### config.mk
export PLATFORM = sky130hd
export DESIGN_NAME = key_pulse_gen
export DESIGN_NICKNAME = d
export VERILOG_FILES = /design/src/rtl/key_pulse_gen.sv
export SDC_FILE = /design/constraint.sdc
export NUM_CORES = 1
export LEC_CHECK = 0
export BUFFER_PORTS_ARGS = -buffer_cell sky130_fd_sc_hd__buf_4
export CAP_MARGIN = 10
export CORE_AREA = 2 2 72 74
export DETAILED_ROUTE_END_ITERATION = 6
export DIE_AREA = 0 0 74 76
export PLACE_DENSITY_LB_ADDON = 0.15
export SLEW_MARGIN = 20
export SYNTH_ARGS = -nofsm -noshare
export SYNTH_HDL_FRONTEND = slang
export SYNTH_SLANG_ARGS = --single-unit
### constraint.sdc
create_clock -name clk -period 3.18 [get_ports clk]
set_input_delay 0.318 -clock clk [delete_from_list [all_inputs] [get_ports clk]]
set_output_delay 0.318 -clock clk [all_outputs]
set_load 0.03 [all_outputs]
### src/rtl/key_pulse_gen.sv
// Multi-channel key/trigger conditioner: synchronize, debounce, edge-detect and
// optionally auto-repeat, producing one-cycle pulses of selectable polarity.
module key_pulse_gen #(
    parameter int N              = 4,
    parameter int DB_CYCLES      = 16,
    parameter int EDGE_MODE      = 0,
    parameter int REPEAT_EN      = 0,
    parameter int REPEAT_DELAY   = 1000,
    parameter int REPEAT_PERIOD  = 250,
    parameter int OUT_ACTIVE_LOW = 1
) (
    input  logic         clk,
    input  logic         rst_n,
    input  logic [N-1:0] in_trig,
    input  logic         en,
    output logic [N-1:0] out_pulse,
    output logic         out_any,
    output logic [N-1:0] level
);

    localparam int DB_W    = (DB_CYCLES > 1) ? $clog2(DB_CYCLES) : 1;
    localparam int RPT_MAX = (REPEAT_DELAY > REPEAT_PERIOD) ? REPEAT_DELAY : REPEAT_PERIOD;
    localparam int RPT_W   = (RPT_MAX > 1) ? $clog2(RPT_MAX) : 1;
    localparam logic [DB_W-1:0]  DB_LAST = DB_W'(DB_CYCLES - 1);
    localparam logic [RPT_W-1:0] RD_LAST = RPT_W'(REPEAT_DELAY - 1);
    localparam logic [RPT_W-1:0] RP_LAST = RPT_W'(REPEAT_PERIOD - 1);
    localparam logic             ACT_LOW = (OUT_ACTIVE_LOW != 0);

    typedef enum logic [1:0] {IDLE, HOLD, REPEAT} rpt_state_t;

    logic [N-1:0] sync1_reg, sync2_reg;
    logic [N-1:0] stable;
    logic [N-1:0] stable_d_reg;
    logic [N-1:0] rise, fall, edge_q;
    logic [N-1:0] rep_fire;
    logic [N-1:0] pulse_next;
    logic [N-1:0] pulse_reg;
    logic         any_reg;

    always_ff @(posedge clk or negedge rst_n) begin
        if (!rst_n) begin
            sync1_reg    <= '0;
            sync2_reg    <= '0;
            stable_d_reg <= '0;
        end else begin
            sync1_reg    <= in_trig;
            sync2_reg    <= sync1_reg;
            stable_d_reg <= stable;
        end
    end

    always_comb begin
        rise = stable & ~stable_d_reg;
        fall = ~stable & stable_d_reg;
        case (EDGE_MODE)
            0:       edge_q = rise;
            1:       edge_q = fall;
            default: edge_q = rise | fall;
        endcase
    end

    generate
        for (genvar gi = 0; gi < N; gi++) begin : g_ch
            logic            stable_reg;
            logic [DB_W-1:0] db_cnt_reg;

            // Counter only advances while the synchronized input disagrees with the level.
            always_ff @(posedge clk or negedge rst_n) begin
                if (!rst_n) begin
                    stable_reg <= 1'b0;
                    db_cnt_reg <= '0;
                end else if (sync2_reg[gi] == stable_reg) begin
                    db_cnt_reg <= '0;
                end else if (db_cnt_reg == DB_LAST) begin
                    stable_reg <= sync2_reg[gi];
                    db_cnt_reg <= '0;
                end else begin
                    db_cnt_reg <= db_cnt_reg + 1'b1;
                end
            end

            assign stable[gi] = stable_reg;

            if (REPEAT_EN != 0) begin : g_rpt
                rpt_state_t       state_reg, state_next;
                logic [RPT_W-1:0] hold_cnt_reg, hold_cnt_next;
                logic             fire;

                always_ff @(posedge clk or negedge rst_n) begin
                    if (!rst_n) begin
                        state_reg    <= IDLE;
                        hold_cnt_reg <= '0;
                    end else begin
                        state_reg    <= state_next;
                        hold_cnt_reg <= hold_cnt_next;
                    end
                end

                always_comb begin
                    state_next    = state_reg;
                    hold_cnt_next = hold_cnt_reg;
                    fire          = 1'b0;
                    if (!stable_reg || !en) begin
                        state_next    = IDLE;
                        hold_cnt_next = '0;
                    end else begin
                        case (state_reg)
                            IDLE: begin
                                if (rise[gi]) begin
                                    state_next    = HOLD;
                                    hold_cnt_next = '0;
                                end
                            end
                            HOLD: begin
                                if (hold_cnt_reg == RD_LAST) begin
                                    state_next    = REPEAT;
                                    hold_cnt_next = '0;
                                    fire          = 1'b1;
                                end else begin
                                    hold_cnt_next = hold_cnt_reg + 1'b1;
                                end
                            end
                            REPEAT: begin
                                if (hold_cnt_reg == RP_LAST) begin
                                    hold_cnt_next = '0;
                                    fire          = 1'b1;
                                end else begin
                                    hold_cnt_next = hold_cnt_reg + 1'b1;
                                end
                            end
                            default: begin
                                state_next    = IDLE;
                                hold_cnt_next = '0;
                            end
                        endcase
                    end
                end

                assign rep_fire[gi] = fire;
            end else begin : g_no_rpt
                assign rep_fire[gi] = 1'b0;
            end
        end
    endgenerate

    // Edge and repeat requests merge into one pulse; en gates both.
    assign pulse_next = en ? (edge_q | rep_fire) : '0;

    always_ff @(posedge clk or negedge rst_n) begin
        if (!rst_n) begin
            pulse_reg <= {N{ACT_LOW}};
            any_reg   <= ACT_LOW;
        end else begin
            pulse_reg <= ACT_LOW ? ~pulse_next : pulse_next;
            any_reg   <= ACT_LOW ? ~(|pulse_next) : (|pulse_next);
        end
    end

    assign out_pulse = pulse_reg;
    assign out_any   = any_reg;
    assign level     = stable;

endmodule

Yosys cells after proc, flatten, opt, wreduce, memory -nomap -nowiden
Cells that the tools add are included.
{"block": "op_classes", "add_sub_neg": 4, "n_eq_ne": 8, "muxes": 9, "bitwise_logic": 8, "n_reduce_logical": 5}
{"cell": "$mux 4", "n": 9}
{"cell": "$add 4x1->4 const B", "n": 4}
{"cell": "$eq 4x4->1 const B", "n": 4}
{"cell": "$not 4->4", "n": 2}
{"cell": "$reduce_and 2->1", "n": 4}
{"cell": "$not 1->1", "n": 5}
{"cell": "$and 4x4->4", "n": 1}
{"cell": "$eq 1x1->1", "n": 4}
{"cell": "$reduce_or 4->1", "n": 1}
{"block": "totals", "reg_bits": 37, "inputBits": 7}

Longest topological paths before layout
Gate-level depths: netlist of the first run.
{"block": "depth", "depth_word": 5, "ltp_mapped": 4, "depth_no_buf": 4}

Worst setup path before layout of the first run
Ideal clock, no wire load.
{"block": "synth_path", "path_kind": "register to register", "from": "reg g_ch[2].db_cnt_reg[0]", "to": "reg g_ch[2].stable_reg", "setup_time_ns": 0.125, "t_arrival_ns": 1.005, "slack_ns": 2.050, "path_stages_with_launch": 4, "path_buffers": 0, "period_less_slack_ns": 1.130, "cell_sequence": "dfrtp_1 -> ha_1 -> nand3_2 -> mux2_4"}
{"block": "synth_between", "elab_chain_cells": 2}
{"element": "start, declared", "line": "65", "rtl": "logic [DB_W-1:0] db_cnt_reg;"}
{"element": "start signal, assigned", "line": "78", "rtl": "db_cnt_reg <= db_cnt_reg + 1'b1;"}
{"element": "$eq 4x4->1", "line": "74", "rtl": "end else if (db_cnt_reg == DB_LAST) begin"}
{"element": "$reduce_and 2->1 (no line)"}
{"element": "end signal, assigned", "line": "75", "rtl": "stable_reg <= sync2_reg[gi];"}
{"element": "end, declared", "line": "64", "rtl": "logic stable_reg;"}
No other way between the ends.
A chain may end at the register's enable or synchronous reset.

Worst setup path in the final report of the first run
{"block": "layout_path", "from": "reg any_reg (netlist: out_any)", "to": "out out_any"}
{"element": "start, declared", "line": "38", "rtl": "logic any_reg;"}
{"element": "start signal, assigned", "line": "155", "rtl": "any_reg <= ACT_LOW ? ~(|pulse_next) : (|pulse_next);"}
{"element": "end, declared", "line": "17", "rtl": "output logic out_any,"}
No word-level cell between the ends.

==> qor.txt, run 1 <==
GLOBAL ROUTING
--------------------------------------------------------------------------------------
Pin count of the biggest net entering global routing                                38
Overall overflow remaining after global route                                        0
Vias in the first global route                                                     797
Wire length of the first global-routing pass                                   3790 um
All-layer global routing usage                                                   9.06%
Antenna violations before repair                                                     0

CLOCK NETWORK
--------------------------------------------------------------------------------------
# hold bufs at CTS                                                                   1
CTS buffer count                                                                     5
Max Buffers Root-to-Sink                                                             2
Post-cts repair resize count                                                         0
Clock root buffer                                                             clkbuf_8
Clock latency at the later pin of the worst-skew pair                           290 ps
Number of sinks driven by the clock tree                                            37
CTS tree                                                                         built
Clock slew seen by the registers of the worst setup and hold paths               80 ps
Htree depth                                                                          2
Total setup buffers inserted after CTS                                               0

WORST HOLD PATH
--------------------------------------------------------------------------------------
Path class of the lowest-slack min-delay path                                in -> reg
Hold Crit Start                                                             in_trig[0]
Hold Path End                                                             sync1_reg[0]
Hold depth                                                                           1

LAYOUT
--------------------------------------------------------------------------------------
Number of flip-flops under the largest register name                                16
Filler cell count in the final layout                                              488
Post-layout util                                                                 34.9%
P&R area growth vs syn                                                           22.4%
Final nets                                                                         128
Fraction of layout cells with a size suffix above 1                              30.5%
Ant. Diodes                                                                          0

WORST SETUP PATH
--------------------------------------------------------------------------------------
Capture point of the worst reg-to-reg path                                g_ch[2].stable_reg
Internal reg-to-reg setup slack                                                1970 ps
Maximum fanout encountered on the critical timing path                               1
Kind of start point of the critical path                                          flop
Length in cells of the worst reg-to-reg path                                         3
Worst path buffer plus inverter count                                                1
Cell with the largest stage delay on the worst path                            dfstp_2
Critical Path AT                                                                960 ps
Critical path, cell by cell                                                      buf_4
Worst Path Required                                                            2860 ps
CP top delay family                                                         flip-flops
Startpoint of the lowest-slack register-to-register path                  g_ch[2].db_cnt_reg[0]
Capturing element type of the critical path                               primary output
Critical Setup Path Class                                                   reg -> out
Delay contributed by the slowest stage of the critical path                     530 ps

LOGIC SYNTHESIS
--------------------------------------------------------------------------------------
Sequential element share of the synthesized area                                 66.5%
Synth top area cells                                                      dfrtp_1, dfstp_2, xnor2_1, mux2_4, ha_1
Synthesized area divided by synthesized cell count                            14.3 um2
Area of the mapped netlist                                                    1400 um2
Post-Syn Nets                                                                      109
Number of instances in the synthesized netlist                                      98
Count of yosys warnings during synthesis                                             0
Synth top area share                                                             57.1%
Synthesis-stage register bit count                                                  37
Number of distinct standard cells referenced by the synthesized netlist             17
Cell accounting for the most synthesized area                                  dfrtp_1

FLOORPLAN
--------------------------------------------------------------------------------------
Standard-cell rows                                                                  26
Starting density of the core                                                     28.6%
I/O pins                                                                            16
Die X-Extent                                                                     74 um
Core area                                                                     4910 um2
Area of the die                                                               5620 um2
Die span in y                                                                    76 um

TIMING
--------------------------------------------------------------------------------------
Setup-violating endpoint count in the final report                                   0
Fin crit period                                                                1280 ps
F_max                                                                          783 MHz
Worst slew margin                                                                68.4%
Number of hold-slack violations in the final timing report                           0
Slew at the pin closest to its max-slew limit                                   475 ps
Post-route clock skew                                                          5.96 ps
Setup repair after global routing missed its margin                              false
Period utilisation layout                                                        40.2%
Max-slew violation count                                                             0
Setup_tns                                                                         0 ps

ROUTING
--------------------------------------------------------------------------------------
Number of detailed-routing iterations run before antenna repair                      4
Number of routed nets with antenna violations                                        0
Number of DRC violations after detailed routing                                      0
Detail-routed via count per cell                                                  4.18
Number of vias in the routed layout                                                786
Routed length per instance                                                     11.5 um
Routed wire length                                                             2150 um
Iter 0 DRT Violations                                                               29

POWER AND IR DROP
--------------------------------------------------------------------------------------
VDD IR max                                                                    0.196 mV
Power density of the placed cells                                           598 nW/um2
P_leak                                                                        0.743 nW

PLACED DESIGN
--------------------------------------------------------------------------------------
Count of buffers inserted at the top-level ports                                    15
Final weighted congestion of routability-driven global placement                 0.754
HPWL after detailed placement                                                  1440 um

RUN
--------------------------------------------------------------------------------------
Number of max-cap violations                                                         0

STATUS
--------------------------------------------------------------------------------------
Outcome                                                                   finished, final reports clean

cell families (layout without fill, tap and decap cells):
kind of cell	count (synthesis)	in the layout	share of synthesized area, %
and+or+nand+nor	24	24	12.6
DFF	37	37	66.5
buffers and inverters	8	28	3.21
adders and majority gates	4	4	3.57
muxes	4	4	4.28
AOI/OAI and AO/OA	13	13	4.91
xor gates and xnor gates	8	8	5.00
report_power, final:
part,total (mW),switching [mW],leakage (nW),internal (mW)
registers,0.504,0.0155,0.471,0.488
logic,0.0458,0.0240,0.204,0.0218
clock network,0.476,0.165,0.0681,0.312
worst register-to-register path: stages, from the launching register on:
cell     delay, ps
dfrtp_1        420
ha_1           280
nand3_2        100
mux2_4         290
metal layers:
layer / share of wire, % / global-route usage [%] / wire [um]
met4: 2.8 / 6.00 / 60
met3: 5.6 / 3.70 / 120
met2: 44 / 12.5 / 942
met5: 0 / 0 / 0
met1: 48 / 11.4 / 1030
cell usage in the layout (no fill, tap or decap), types with 5 or more instances in the layout:
| master | instances |
|---|---|
| xnor2_1 | 8 |
| dfrtp_1 | 32 |
| a21oi_1 | 8 |
| clkbuf_8 | 5 |
| dfstp_2 | 5 |
| buf_4 | 15 |
cell type report:
type                       count  area (um2)  share of cell area [%]
inverter                       4        15.0                   0.875
clock buffer                   5        68.8                    4.01
tap                           70        87.6                    5.10
multi-input combinational     53         425                    24.8
clock inverter                 3        65.1                    3.79
sequential                    37         932                    54.3
timing repair buffer          16         123                    7.14
synthesized netlist by cell type:
| cell type | count |
|---|---|
| dfrtp_1 | 32 |
| a21oi_1 | 8 |
| xnor2_1 | 8 |
| dfstp_2 | 5 |
| buf_4 | 4 |
| ha_1 | 4 |
| inv_1 | 4 |
| mux2_4 | 4 |
| nand3_2 | 4 |
| nand3b_1 | 4 |
| nand4b_1 | 4 |
| nor2_1 | 4 |
| nor2b_1 | 4 |
| o21ai_0 | 4 |
| nor3b_1 | 3 |
| a311oi_1 | 1 |
| and4_1 | 1 |
metrics by stage:
step | power (mW) | worst slack (ps) | cell area [um2] | instances | hold WS (ps)
floorplan | 0.535 | 2050 | 1400 | 98 | 22.4
global placement | 0.557 | 2010 | 1570 | 179 | 314
detailed placement | 0.559 | 2000 | 1570 | 179 | 314
CTS | 1.05 | 1880 | 1720 | 188 | 119
global route | 1.08 | 1860 | 1720 | 188 | 110
finish | 1.03 | 1900 | 1720 | 188 | 133
worst max-delay path by stage:
stage	slack, ps	from	cells past startpoint	endpoint
CTS	1880	out_any	1	out_any
detailed placement	2000	g_ch[2].db_cnt_reg[0]	3	g_ch[2].stable_reg
global placement	2010	g_ch[2].db_cnt_reg[0]	3	g_ch[2].stable_reg
global route	1860	out_any	1	out_any
floorplan	2050	g_ch[2].db_cnt_reg[0]	3	g_ch[2].stable_reg
finish	1900	out_any	1	out_any
No activity file was read; power rests on OpenSTA's default activity.
==> run 2: changes to the inputs <==
==> constraint.sdc (replaced) <==
create_clock -name clk -period 1.2 [get_ports clk]
set_input_delay 0.12 -clock clk [delete_from_list [all_inputs] [get_ports clk]]
set_output_delay 0.12 -clock clk [all_outputs]
set_load 0.03 [all_outputs]
==> run 2 against run 1 <==
Critical path depth increased by 2. Clock power increased by 100%. Combinational power increased to 3.1 times the previous value. Core utilization increased by 0.61 points. Non-clock buffer count increased by 6. Routed wire length increased by 2.8%. Die area unchanged. Clock-buffer cell count increased by 2. Sequential cell count unchanged. Highest routed layer unchanged.
==> qor.txt, run 2 (same netlist as run 1, synthesis figures left out) <==
WORST SETUP PATH
---------------------------------------------------------------------------------
Cell with the largest stage delay on the worst path                       dfrtp_1
Critical Setup Path Class                                              reg -> reg
CP top delay family                                                    flip-flops
Internal reg-to-reg setup slack                                             70 ps
Worst path buffer plus inverter count                                           0
Critical Path AT                                                          1310 ps
Delay contributed by the slowest stage of the critical path                410 ps
Capturing element type of the critical path                                  flop
Length in cells of the worst reg-to-reg path                                    3
Startpoint of the lowest-slack register-to-register path             g_ch[0].db_cnt_reg[0]
Kind of start point of the critical path                                     flop
Maximum fanout encountered on the critical timing path                          4
Capture point of the worst reg-to-reg path                           g_ch[0].stable_reg
Critical path, cell by cell                                          ha_2 -> nand3_2 -> mux2_4
Worst Path Required                                                       1380 ps

ROUTING
---------------------------------------------------------------------------------
Number of detailed-routing iterations run before antenna repair                 2
Number of DRC violations after detailed routing                                 0
Iter 0 DRT Violations                                                          35
Routed wire length                                                        2210 um
Number of vias in the routed layout                                           795
Routed length per instance                                                11.4 um
Detail-routed via count per cell                                             4.10
Number of routed nets with antenna violations                                   0

TIMING
---------------------------------------------------------------------------------
Worst slew margin                                                           68.5%
Setup repair after global routing missed its margin                         false
F_max                                                                     881 MHz
Slew at the pin closest to its max-slew limit                              473 ps
Post-route clock skew                                                     9.87 ps
Setup WS post-layout                                                      65.1 ps
Setup_tns                                                                    0 ps
Max-slew violation count                                                        0
Fin crit period                                                           1130 ps
Setup-violating endpoint count in the final report                              0
Number of hold-slack violations in the final timing report                      0
Final hold slack                                                          45.5 ps
Period utilisation layout                                                   94.6%

PLACED DESIGN
---------------------------------------------------------------------------------
Count of buffers inserted at the top-level ports                               15
HPWL after detailed placement                                             1410 um
DP Area                                                                  1590 um2
Final weighted congestion of routability-driven global placement            0.677
Post-Place Setup Slack                                                    36.4 ps

POWER AND IR DROP
---------------------------------------------------------------------------------
Internal power                                                            1.89 mW
Comb power frac                                                              5.9%
VDD IR max                                                               0.823 mV
Net switching power                                                        550 uW
P_leak                                                                   0.749 nW
Power density of the placed cells                                     1400 nW/um2
Sequential group share of total power                                       54.7%
Switching fraction of total power                                           22.6%
Clock network fraction of design power                                      39.5%

LAYOUT
---------------------------------------------------------------------------------
Summed area of non-filler cells in the final layout                      1750 um2
Fraction of layout cells with a size suffix above 1                         33.1%
Most used cells in the layout excluding fill and tap cells           dfrtp_1, buf_4, xnor2_1, a21oi_1, clkbuf_8
Final nets                                                                    134
Commonest non-fill, non-tap cell in the layout                            dfrtp_1
Number of flip-flops under the largest register name                           16
Ant. Diodes                                                                     0
P&R area growth vs syn                                                      24.5%
Post-layout util                                                            35.6%

CLOCK NETWORK
---------------------------------------------------------------------------------
Number of sinks driven by the clock tree                                       37
Clock slew seen by the registers of the worst setup and hold paths          80 ps
Total setup buffers inserted after CTS                                          0
Clock root buffer                                                        clkbuf_8
CTS tree                                                                    built
Clock latency at the later pin of the worst-skew pair                      290 ps
CTS buffer count                                                                5
Htree depth                                                                     2
Max Buffers Root-to-Sink                                                        2

RUN
---------------------------------------------------------------------------------
Number of max-cap violations                                                    0

WORST HOLD PATH
---------------------------------------------------------------------------------
Hold depth                                                                      2
Hold Crit Start                                                                en
Path class of the lowest-slack min-delay path                           in -> reg
Hold Path End                                                        out_pulse[3]

FLOORPLAN
---------------------------------------------------------------------------------
Standard-cell rows                                                             26
Die X-Extent                                                                74 um
Die span in y                                                               76 um
Area of the die                                                          5620 um2
I/O pins                                                                       16
Core area                                                                4910 um2
Starting density of the core                                                28.6%

GLOBAL ROUTING
---------------------------------------------------------------------------------
Pin count of the biggest net entering global routing                           38
Wire length of the first global-routing pass                              3970 um
Vias in the first global route                                                843
Overall overflow remaining after global route                                   0
Antenna violations before repair                                                0
All-layer global routing usage                                              9.42%

STATUS
---------------------------------------------------------------------------------
Outcome                                                              finished, final reports clean

## run 2: changes by cell type in the layout (fill, tap and decap cells not counted)
cell and delta:
buf_4 +2, ha_2 +3, ha_1 -3, bufinv_16 -2, clkbuf_8 +2, dlygate4sd3_1 +4
## run 2: worst max path at each step
stage                                     to  depth (start not counted)                   from  slack (ps)
after floorplan           g_ch[2].stable_reg                          3  g_ch[2].db_cnt_reg[0]          70
after global placement    g_ch[1].stable_reg                          3  g_ch[1].db_cnt_reg[0]          40
after detailed placement  g_ch[0].stable_reg                          3  g_ch[0].db_cnt_reg[0]          40
after CTS                 g_ch[0].stable_reg                          3  g_ch[0].db_cnt_reg[0]          30
after global routing      g_ch[0].stable_reg                          3  g_ch[0].db_cnt_reg[0]           8
final                     g_ch[0].stable_reg                          3  g_ch[0].db_cnt_reg[0]          70
## run 2: worst register-to-register path: cells and delay by family, from the launching register on
| kind | cells | cell delay (ps) |
|---|---|---|
| flip-flops | 1 | 410 |
| multiplexers | 1 | 300 |
| adder cells (fa/ha/maj) | 1 | 230 |
| AND/OR/NAND/NOR | 1 | 80 |
## run 2: power groups by stage
stage	Clock (mW)	Combinational, mW	Sequential, mW
after CTS	0.992	0.145	1.33
after detailed placement	0	0.130	1.36
after global placement	0	0.128	1.35
after floorplan	0	0.0682	1.35
after global routing	1.05	0.165	1.34
final	0.962	0.143	1.33
## run 2: layout make-up
class	instances	area, um2
timing repair buffer	22	178
clock buffer	7	96.3
inverter	4	15.0
clock inverter	1	5.00
sequential	37	932
fill	487	3170
tap	70	87.6
multi-input combinational	53	433
## run 2: per-layer routing
metal  up-vias  GRT usage, %  routed length [um]
met4         0          4.91                  36
met5         -             0                   0
met1       393          12.7                1070
met3         4          4.23                 128
li1        384             -                   -
met2        14          12.5                 975
## run 2: what timing repair did
item                                    in CTS  in global routing
resized for setup                            0                  3
hold buffers                                 5                  0
hold endpoints to repair                    36                  0
endpoints found under the setup margin       0                  5
## run 2: stage by stage
stage	total power [mW]	instances
2_1_floorplan	1.42	98
3_3_place_gp	1.48	181
3_5_place_dp	1.49	181
4_1_cts	2.47	194
5_1_grt	2.56	194
6_report	2.44	194
==> run 3: changes to the inputs <==
--- a/config.mk
+++ b/config.mk
@@ -10,7 +10,6 @@
 export CORE_AREA = 2 2 72 74
 export DETAILED_ROUTE_END_ITERATION = 6
 export DIE_AREA = 0 0 74 76
-export PLACE_DENSITY_LB_ADDON = 0.15
 export SLEW_MARGIN = 20
 export SYNTH_ARGS = -nofsm -noshare
 export SYNTH_HDL_FRONTEND = slang
==> constraint.sdc (replaced) <==
create_clock -name clk -period 1.3 [get_ports clk]
set_input_delay 0.13 -clock clk [delete_from_list [all_inputs] [get_ports clk]]
set_output_delay 0.13 -clock clk [all_outputs]
set_load 0.03 [all_outputs]
==> run 3 against run 2 <==
Core utilization decreased by 0.76 points. Maximum frequency decreased by 4.9%. Die area stayed put. Register-to-register slack improved by 40 ps. Hold slack improved by 7.3 ps. Critical endpoint is now g_ch[2].stable_reg. Worst setup slack better by 41 ps. Sequential share of layout area grew 1.2 points. Combinational power down 16%. Cell count fell by 1.5%. Non-clock buffer count is 2 lower. Clock skew shrank 3.5 ps.
==> qor.txt, run 3 (same netlist as run 1, synthesis figures left out) <==
GLOBAL ROUTING
---------------------------------------------------------------------------------
All-layer global routing usage                                              8.72%
Antenna violations before repair                                                0
Pin count of the biggest net entering global routing                           38
Vias in the first global route                                                836
Wire length of the first global-routing pass                              3630 um
Overall overflow remaining after global route                                   0

ROUTING
---------------------------------------------------------------------------------
Number of vias in the routed layout                                           785
Routed wire length                                                        2050 um
Routed length per instance                                                10.7 um
Iter 0 DRT Violations                                                          36
Number of routed nets with antenna violations                                   0
Number of DRC violations after detailed routing                                 0
Number of detailed-routing iterations run before antenna repair                 3
Detail-routed via count per cell                                             4.11

STATUS
---------------------------------------------------------------------------------
Outcome                                                              finished, final reports clean

LAYOUT
---------------------------------------------------------------------------------
Post-layout util                                                            34.8%
Most used cells in the layout excluding fill and tap cells           dfrtp_1, buf_4, xnor2_1, a21oi_1, clkbuf_8
Ant. Diodes                                                                     0
P&R area growth vs syn                                                      21.9%
Filler cell count in the final layout                                         467
Commonest non-fill, non-tap cell in the layout                            dfrtp_1
Filler-free cell count of the finished design                                 191
Final nets                                                                    132
Number of flip-flops under the largest register name                           16
Fraction of layout cells with a size suffix above 1                         28.1%
Summed area of non-filler cells in the final layout                      1710 um2

CLOCK NETWORK
---------------------------------------------------------------------------------
Clock root buffer                                                        clkbuf_8
Max Buffers Root-to-Sink                                                        2
# hold bufs at CTS                                                              5
Number of sinks driven by the clock tree                                       37
Clock slew seen by the registers of the worst setup and hold paths          70 ps
Clock latency at the later pin of the worst-skew pair                      280 ps
CTS tree                                                                    built
Total setup buffers inserted after CTS                                          0
Post-cts repair resize count                                                    0
Htree depth                                                                     2
CTS buffer count                                                                5

WORST SETUP PATH
---------------------------------------------------------------------------------
Maximum fanout encountered on the critical timing path                          4
Worst path buffer plus inverter count                                           0
Internal reg-to-reg setup slack                                            110 ps
Cell with the largest stage delay on the worst path                       dfrtp_1
Critical path, cell by cell                                          ha_1 -> nand3_2 -> mux2_4
Critical Setup Path Class                                              reg -> reg
Capture point of the worst reg-to-reg path                           g_ch[2].stable_reg
CP top delay family                                                    flip-flops
Capturing element type of the critical path                                  flop
Kind of start point of the critical path                                     flop
Startpoint of the lowest-slack register-to-register path             g_ch[2].db_cnt_reg[0]
Endpoint of the most critical setup path                             g_ch[2].stable_reg
Critical Path AT                                                          1370 ps
WP depth                                                                        3
Worst Path Required                                                       1470 ps
Launching instance or port of the critical path                      g_ch[2].db_cnt_reg[0]
Length in cells of the worst reg-to-reg path                                    3
Delay contributed by the slowest stage of the critical path                420 ps

TIMING
---------------------------------------------------------------------------------
Worst slew margin                                                           70.4%
Number of hold-slack violations in the final timing report                      0
F_max                                                                     838 MHz
Setup-violating endpoint count in the final report                              0
Max-slew violation count                                                        0
Fin crit period                                                           1190 ps
Period utilisation layout                                                   91.8%
Final hold slack                                                          52.8 ps
Setup_tns                                                                    0 ps
Setup repair after global routing missed its margin                         false
Setup WS post-layout                                                       106 ps
Slew at the pin closest to its max-slew limit                              445 ps
Post-route clock skew                                                     6.41 ps

POWER AND IR DROP
---------------------------------------------------------------------------------
VDD IR max                                                               0.307 mV
Power density of the placed cells                                     1250 nW/um2
Overall power consumption                                                 2.13 mW
P_leak                                                                   0.736 nW

FLOORPLAN
---------------------------------------------------------------------------------
Area of the die                                                          5620 um2
Core area                                                                4910 um2
Standard-cell rows                                                             26
Starting density of the core                                                28.6%
Die span in y                                                               76 um
Die X-Extent                                                                74 um
I/O pins                                                                       16

WORST HOLD PATH
---------------------------------------------------------------------------------
Hold depth                                                                      2
Path class of the lowest-slack min-delay path                           in -> reg

PLACED DESIGN
---------------------------------------------------------------------------------
DP Cell Count                                                                 179
Count of buffers inserted at the top-level ports                               15
DP Area                                                                  1570 um2
Final weighted congestion of routability-driven global placement            0.673
Post-Place Setup Slack                                                     128 ps

RUN
---------------------------------------------------------------------------------
Number of max-cap violations                                                    0

[run 3: changes by cell type in the layout (fill, tap and decap cells not counted)]
| cell | change |
|---|---|
| buf_4 | -2 |
| clkbuf_8 | -1 |
| clkinv_2 | -1 |
| clkbuf_1 | +1 |
| ha_2 | -3 |
| ha_1 | +3 |
[run 3: cell type report]
type	instances	area [um2]	area share [%]
Sequential cell	37	932	54.5
Multi-Input combinational cell	53	425	24.9
Timing Repair Buffer	20	163	9.52
Tap cell	70	87.6	5.12
Clock buffer	7	86.3	5.05
Inverter	4	15.0	0.878
[run 3: power by group]
group          switching (mW)  internal (mW)
Sequential             0.0386           1.20
Combinational          0.0590         0.0610
Clock                   0.358          0.420
[run 3: worst register-to-register path: stages (launching register included)]
cell     delay, ps
dfrtp_1        420
ha_1           280
nand3_2        100
mux2_4         290
[run 3: how the worst min path moves through the flow]
stage | startpoint | endpoint | slack (ps)
2_1_floorplan | rst_n | g_ch[0].db_cnt_reg[0] | -170
3_3_place_gp | rst_n | g_ch[3].db_cnt_reg[3] | 100
3_5_place_dp | rst_n | g_ch[3].db_cnt_reg[3] | 120
4_1_cts | en | out_pulse[3] | 50
5_1_grt | en | out_pulse[1] | 50
6_report | en | out_pulse[1] | 50
[run 3: metal layers]
metal  GRT usage, %  share of wire [%]  wire length (um)  vias to the layer above
li1               -                  -                 -                      376
met2           13.2                 48               977                       20
met5              0                  0                 0                        -
met1           9.33                 42               861                      383
met3           3.70                6.5               133                        6
met4           6.73                3.5                72                        0
